==> src/rtl/processing_element_if.sv <==
// Bus between a processing element and its array/controller: control strobes,
// north/west data in, and east/south/observation data out.
interface processing_element_if #(
    parameter int WIDTH = 8
);
    logic             ctrl_load_i;
    logic             ctrl_sum_out_i;
    logic             ctrl_ps_in_i;
    logic [WIDTH-1:0] north_i;
    logic [WIDTH-1:0] west_i;
    logic [WIDTH-1:0] east_o;
    logic [WIDTH-1:0] south_o;
    logic [WIDTH-1:0] weight_o;
    logic [WIDTH-1:0] result_o;

    modport master (
        output ctrl_load_i, ctrl_sum_out_i, ctrl_ps_in_i, north_i, west_i,
        input  east_o, south_o, weight_o, result_o
    );

    modport slave (
        input  ctrl_load_i, ctrl_sum_out_i, ctrl_ps_in_i, north_i, west_i,
        output east_o, south_o, weight_o, result_o
    );
endinterface

==> src/rtl/processing_element.sv <==
// Weight-stationary MAC cell for a systolic array; all outputs registered.
// Define PE_SATURATE_EN to saturate product and sum instead of wrapping.
module processing_element #(
    parameter int WIDTH = 8
) (
    input  logic                 clk_i,
    input  logic                 rst_i,
    processing_element_if.slave  pe
);
    localparam logic [WIDTH-1:0] ZERO_W = {WIDTH{1'b0}};
    localparam logic [WIDTH-1:0] ONES_W = {WIDTH{1'b1}};

    logic [WIDTH-1:0]   weight_q, weight_d;
    logic [WIDTH-1:0]   east_q,   east_d;
    logic [WIDTH-1:0]   south_q,  south_d;
    logic [WIDTH-1:0]   result_q, result_d;
    logic [2*WIDTH-1:0] product_s;
    logic [WIDTH-1:0]   ps_s;
    logic [WIDTH-1:0]   mac_s;

    // Clamp a double-width product to the largest representable value.
    function automatic logic [WIDTH-1:0] sat_product(input logic [2*WIDTH-1:0] p);
        logic [WIDTH-1:0] res;
        if (p[2*WIDTH-1:WIDTH] != ZERO_W) begin
            res = ONES_W;
        end else begin
            res = p[WIDTH-1:0];
        end
        return res;
    endfunction

    // Add two WIDTH-bit operands, clamping on carry-out.
    function automatic logic [WIDTH-1:0] sat_add(input logic [WIDTH-1:0] a,
                                                 input logic [WIDTH-1:0] b);
        logic [WIDTH:0]   full;
        logic [WIDTH-1:0] res;
        full = {1'b0, a} + {1'b0, b};
        if (full[WIDTH]) begin
            res = ONES_W;
        end else begin
            res = full[WIDTH-1:0];
        end
        return res;
    endfunction

    // MAC datapath; uses the weight held before the current edge.
    always_comb begin
        product_s = {{WIDTH{1'b0}}, pe.west_i} * {{WIDTH{1'b0}}, weight_q};
        ps_s      = pe.ctrl_ps_in_i ? pe.north_i : ZERO_W;
`ifdef PE_SATURATE_EN
        mac_s     = sat_add(sat_product(product_s), ps_s);
`else
        mac_s     = product_s[WIDTH-1:0] + ps_s;
`endif
    end

    // Next-state selection; load wins over sum-out.
    always_comb begin
        weight_d = weight_q;
        south_d  = pe.north_i;
        east_d   = pe.west_i;
        result_d = mac_s;
        if (pe.ctrl_load_i) begin
            weight_d = pe.north_i;
            south_d  = pe.north_i;
        end else if (pe.ctrl_sum_out_i) begin
            south_d  = mac_s;
        end else begin
            south_d  = pe.north_i;
        end
    end

    // State registers with synchronous reset.
    always_ff @(posedge clk_i) begin
        if (rst_i) begin
            weight_q <= ZERO_W;
            east_q   <= ZERO_W;
            south_q  <= ZERO_W;
            result_q <= ZERO_W;
        end else begin
            weight_q <= weight_d;
            east_q   <= east_d;
            south_q  <= south_d;
            result_q <= result_d;
        end
    end

    assign pe.weight_o = weight_q;
    assign pe.east_o   = east_q;
    assign pe.south_o  = south_q;
    assign pe.result_o = result_q;
endmodule

==> src/flat_wrapper.sv <==
// flat-port wrapper written by rule: the top's interface ports become plain ports
module processing_element_flat 
#(
    parameter int WIDTH = 8
)
  (clk_i, rst_i, pe_ctrl_load_i, pe_ctrl_sum_out_i, pe_ctrl_ps_in_i, pe_north_i, pe_west_i, pe_east_o, pe_south_o, pe_weight_o, pe_result_o);
  processing_element_if #(.WIDTH(WIDTH)) pe_i ();
  input  logic clk_i;
  input  logic rst_i;
  input wire logic [$bits(pe_i.ctrl_load_i)-1:0] pe_ctrl_load_i;
  input wire logic [$bits(pe_i.ctrl_sum_out_i)-1:0] pe_ctrl_sum_out_i;
  input wire logic [$bits(pe_i.ctrl_ps_in_i)-1:0] pe_ctrl_ps_in_i;
  input wire logic [$bits(pe_i.north_i)-1:0] pe_north_i;
  input wire logic [$bits(pe_i.west_i)-1:0] pe_west_i;
  output wire logic [$bits(pe_i.east_o)-1:0] pe_east_o;
  output wire logic [$bits(pe_i.south_o)-1:0] pe_south_o;
  output wire logic [$bits(pe_i.weight_o)-1:0] pe_weight_o;
  output wire logic [$bits(pe_i.result_o)-1:0] pe_result_o;
  assign pe_i.ctrl_load_i = pe_ctrl_load_i;
  assign pe_i.ctrl_sum_out_i = pe_ctrl_sum_out_i;
  assign pe_i.ctrl_ps_in_i = pe_ctrl_ps_in_i;
  assign pe_i.north_i = pe_north_i;
  assign pe_i.west_i = pe_west_i;
  assign pe_east_o = pe_i.east_o;
  assign pe_south_o = pe_i.south_o;
  assign pe_weight_o = pe_i.weight_o;
  assign pe_result_o = pe_i.result_o;
  processing_element #(.WIDTH(WIDTH)) u_core (.clk_i(clk_i), .rst_i(rst_i), .pe(pe_i));
endmodule
==> config.mk <==
export PLATFORM = sky130hd
export DESIGN_NAME = processing_element_flat
export DESIGN_NICKNAME = d
export VERILOG_FILES = /design/src/rtl/processing_element_if.sv /design/src/rtl/processing_element.sv /design/src/flat_wrapper.sv
export SDC_FILE = /design/constraint.sdc
export NUM_CORES = 1
export LEC_CHECK = 0
export ABC_AREA = 1
export CAP_MARGIN = 20
export CORE_ASPECT_RATIO = 2
export CORE_MARGIN = 1
export CORE_UTILIZATION = 40
export DETAILED_ROUTE_END_ITERATION = 12
export DONT_BUFFER_PORTS = 1
export GPL_TIMING_DRIVEN = 0
export PLACE_DENSITY_LB_ADDON = 0.3
export SLEW_MARGIN = 20
export SYNTH_ARGS = -nofsm -noshare
export SYNTH_HDL_FRONTEND = slang
export SYNTH_SLANG_ARGS = --single-unit
export TNS_END_PERCENT = 1
==> constraint.sdc <==
create_clock -name clk_i -period 5.47 [get_ports clk_i]
set_input_delay 1.3675 -clock clk_i [delete_from_list [all_inputs] [get_ports clk_i]]
set_output_delay 1.3675 -clock clk_i [all_outputs]
set_load 0.05 [all_outputs]
Word-level counts from Yosys, hierarchy flattened
Cells that the tools add are included.

word-level totals
  bits in registers = 32
  output and inout bits = 32
  input bits = 21

operators by class
  mux-type cells = 3
  multiply operators = 1
  add/sub/neg operators = 1

operators by type and width
  operator     count
  $mux 8       3
  $add 8x8->8  1
  $mul 8x8->8  1

Longest topological paths before layout
  depth in word-level cells = 4
  mapped depth = 22
  depth with buffers taken out = 21

Least setup slack after synthesis
Ideal clock, no wire load.

  path kind = in2reg
  start = in pe_ctrl_ps_in_i
  end = reg u_core.south_q[7] (netlist: u_core.pe.south_o[7])
  stages on the path = 22
  arrival = 4667 ps
  library setup time = 109 ps
  required time = 5361 ps
  slack = 694 ps
  cell sequence = buf_6 nand2_1 fa_1 inv_1 fa_1 inv_1 fa_1 fa_1 inv_1 ha_1 a21oi_1 nand2_1 nand2_1 nand2_1 inv_1 nand3_1 nand2_1 inv_1 nand2_2 nand3_1 nand2_1 inv_1

on the way
  longest elaborated chain between the ends = 4

RTL lines
  item                  line                      RTL
  from (decl)           flat_wrapper.sv:12        input wire logic [$bits(pe_i.ctrl_ps_in_i)-1:0] pe_ctrl_ps_in_i;
  $mux 8                processing_element.sv:49  ps_s = pe.ctrl_ps_in_i ? pe.north_i : ZERO_W;
  $add 8x8->8           processing_element.sv:53  mac_s = product_s[WIDTH-1:0] + ps_s;
  $mux 8                processing_element.sv:66  end else if (pe.ctrl_sum_out_i) begin
  $mux 8                processing_element.sv:63  if (pe.ctrl_load_i) begin
  to (signal assigned)  processing_element.sv:83  south_q <= south_d;
  to (decl)             processing_element.sv:15  logic [WIDTH-1:0] south_q, south_d;

Every way passes these cells.
A chain may end at the register's enable or synchronous reset.

Worst setup path in the final report
Same ends and word-level chain as after synthesis.

==> results.txt <==
The flow ran to the end, and the final reports show no timing, DRC or antenna violations. After detailed routing, the average wire length per cell comes to 14.0 um. The number of iterations in the first detailed-routing pass is 4.

From left edge to right edge, the die measures 56.1 um. The wire length reported by the detailed router came out at 5430 um. The post-detailed-route count of antenna-violating nets is 0. The biggest fanout along the worst timing path is 9. The number of rows created at floorplan is 39. The achievable frequency is 207 MHz. The startpoint identified for the worst register-to-register timing path is u_core.pe.weight_o[0]. The die boundary height is 110 um. The register clock-pin slew on the reported worst setup and hold paths is 50 ps. Setup violations remaining at the end of the flow were counted as 0.

The source-to-sink clock delay at the later pin of the worst-skew pair came out at 280 ps. The total number of vias came out at 1,887. The area growth from synthesis to final layout came out at 10.4%. The number of global-route vias before repair is 1,907. Subtracting the final worst setup slack from the clock period gives 4830 ps. The starting utilization of the core area is 41.3%. The post-synth net total is 375.

The HPWL reported at the end of detailed placement came out at 4400 um. The clock net sink count is 32. The largest clock skew in the final design is 5.65 ps. The maximum ir drop on the vdd rail came out at 298 uV.

The hold path startpoint is u_core.pe.weight_o[6]. The endpoint required time on the critical path is 5650 ps. Dividing the final minimum period by the clock period gives 88.3%. The cell count of the worst hold path is 2.

After global routing the overflow that remains totals 0. The number of hold buffers added after CTS is 0. Among all stages on the critical path, the largest delay is contributed by sky130_fd_sc_hd__fa_1. The path class of the tightest hold or removal check is reg -> reg.

The final-report max-slew violation count came out at 0. Setup repair after global routing left no endpoint under its margin. The number of warnings reported in the yosys synthesis log is 0.

The number of synthesized register bits is 32. The floorplan step defined a core boundary enclosing 5660 sq um. The category of the critical setup timing path is in -> reg. 0 antenna diodes ended up in the layout. The launching element of the worst setup path is pe_ctrl_ps_in_i. The average footprint of a synthesized cell came out at 7.33 sq um. STA classifies the critical path startpoint as an input port. The number of H-tree levels came out at 2. The area occupied by multi-input gates is 1310 sq um. Buffers added to address setup during post-CTS repair amount to 0. The first global-routing pass estimated 8710 um of wire. The number of fill cells came out at 568. The setup TNS is 0 ps. The share of the Yosys chip area taken by registers is 27.4%. At the pin with the least slew margin, the transition time is 731 ps. The post-synthesis cell type count came out at 19. The area of the die came out at 6170 sq um. The endpoint identified for the worst register-to-register timing path is u_core.pe.south_o[7]. The ratio of routed vias to standard cells is 4.86.

The number of failing hold endpoints at the final stage came to 0. The cell sitting at the root of the clock tree is a sky130_fd_sc_hd__clkbuf_16. The layout net count is 382. The initial antenna violation count is 0. The number of remaining DRC errors is 0.

The total global routing track utilization came out at 18.7%. The slack of the worst reg-to-reg path came out at 900 ps. The kind of capture point of the worst setup path is a flop. The sequential cell area came out at 641 sq um.

The number of DRC violations after detailed-routing iteration 0 is 48. Post-CTS repair changed the size of 0 cells. The data arrival time of the worst path came out at 5010 ps. The CTS tree is yes. The worst hold path terminates at u_core.pe.weight_o[6].

The area of the mapped netlist is 2340 sq um. The largest net degree at the start of global routing came out at 12. The instance count of the mapped netlist came out at 319. The number of buffers created by CTS came out at 5. The static leakage power came out at 1.48 nW. The core utilization of the finished layout is 45.6%. Across the run, the number of max-cap violations was 0. The headroom to the max-slew limit is 51.2%. The fraction of layout cells with a size suffix above 1 is 8.87%.

The number of cells on the worst reg-to-reg path came out at 22. On the worst path, the slowest cell contributes a delay of 540 ps. The signal on the critical path passes through buf_6, nand2_1, fa_1, inv_1, fa_1, inv_1, fa_1, fa_1, inv_1, ha_1, a21oi_1, nand2_1, nand2_1, nand2_1, inv_1, nand3_1, nand2_1, inv_1, nand2_2, nand3_1, nand2_1, inv_1.

Routability-driven placement finished with a final weighted congestion of 0.824. Port buffering added 0 buffers. The deepest clock path buffer count came out at 2. The power per standard cell area is 348 nW/um^2.

The I/O pin count is 53.
==> registers in the layout, indices dropped and copies added, names as in the netlist <==
signal              cells
u_core.pe.south_o       8
u_core.pe.weight_o      8
u_core.pe.east_o        8
u_core.pe.result_o      8
==> through the flow <==
stage | hold slack (ps) | cell area (sq um) | setup WS [ps] | total power [mW] | cells
global route | 913 | 2580 | 402 | 0.946 | 388
global placement | 824 | 2410 | 388 | 0.577 | 380
floorplan | 773 | 2340 | 694 | 0.532 | 319
CTS | 859 | 2580 | 645 | 0.906 | 388
finish | 848 | 2580 | 639 | 0.898 | 388
detailed placement | 849 | 2410 | 356 | 0.586 | 380
==> Yosys cell counts (all sizes together) <==
library cell / count / area [sq um]
a21oi: 11 / 55.1
inv: 78 / 293
dfxtp: 32 / 641
o21ai: 15 / 75.1
nand2: 83 / 344
buf: 10 / 87.6
ha: 17 / 213
xor2: 3 / 26.3
fa: 18 / 360
nor2: 31 / 116
nand3b: 3 / 22.5
clkbuf: 2 / 7.51
nand3: 16 / 97.6
==> cell usage in the layout (no fill, tap or decap) <==
cell	count
sky130_fd_sc_hd__ha_1	17
sky130_fd_sc_hd__nand3_2	1
sky130_fd_sc_hd__clkinvlp_4	1
sky130_fd_sc_hd__buf_6	4
sky130_fd_sc_hd__fa_1	18
sky130_fd_sc_hd__nand3_1	14
sky130_fd_sc_hd__buf_4	5
sky130_fd_sc_hd__nor2_1	31
sky130_fd_sc_hd__clkinv_2	1
sky130_fd_sc_hd__a21oi_1	11
sky130_fd_sc_hd__buf_2	1
sky130_fd_sc_hd__nand2_2	7
sky130_fd_sc_hd__bufinv_16	1
sky130_fd_sc_hd__nand2_1	74
sky130_fd_sc_hd__o21ai_0	15
sky130_fd_sc_hd__clkbuf_16	5
sky130_fd_sc_hd__clkbuf_1	2
sky130_fd_sc_hd__nand3_4	1
sky130_fd_sc_hd__inv_1	78
sky130_fd_sc_hd__nand3b_1	3
sky130_fd_sc_hd__xor2_1	3
sky130_fd_sc_hd__dfxtp_1	32
sky130_fd_sc_hd__nand2_4	2
==> cell type report <==
type                            count  share of cell area (%)
Clock inverter                      3                    1.65
Sequential cell                    32                    24.8
Tap cell                           61                    2.96
Inverter                           78                    11.3
Clock buffer                        5                    4.84
Buffer                             12                    3.68
Multi-Input combinational cell    197                    50.7
==> critical path, delay by kind of cell <==
family,cells,cell delay [ps]
adders and majority gates,5,2310
buffers and inverters,7,450
and+or+nand+nor,9,670
AOI/OAI and AO/OA,1,210
==> power breakdown <==
group	switching, mW	internal, mW	total [mW]
Sequential	0.108	0.260	0.368
Clock	0.107	0.214	0.320
Combinational	0.131	0.0781	0.209
==> how the worst max path moves through the flow <==
stage / endpoint
floorplan: u_core.pe.south_o[7]
global placement: u_core.pe.south_o[7]
detailed placement: u_core.pe.south_o[7]
CTS: u_core.pe.south_o[7]
global route: u_core.pe.south_o[7]
finish: u_core.pe.south_o[7]
==> routing by layer <==
| metal | routed length [um] | GRT usage, % | up-vias |
|---|---|---|---|
| li1 | - | - | 946 |
| met1 | 1920 | 18.0 | 876 |
| met2 | 3000 | 35.6 | 52 |
| met3 | 254 | 3.97 | 13 |
| met4 | 254 | 11.3 | 0 |
| met5 | 0 | 0 | - |
==> logic make-up after synthesis <==
kind of cell	count (synthesis)	synth area share [%]
flip-flops	32	27.4
XOR/XNOR	3	1.12
buffers and inverters	90	16.6
AO/OA/AOI/OAI	26	5.56
adder cells (fa/ha/maj)	35	24.5
AND/OR/NAND/NOR	133	24.8
Power figures use the tool's default switching activity.
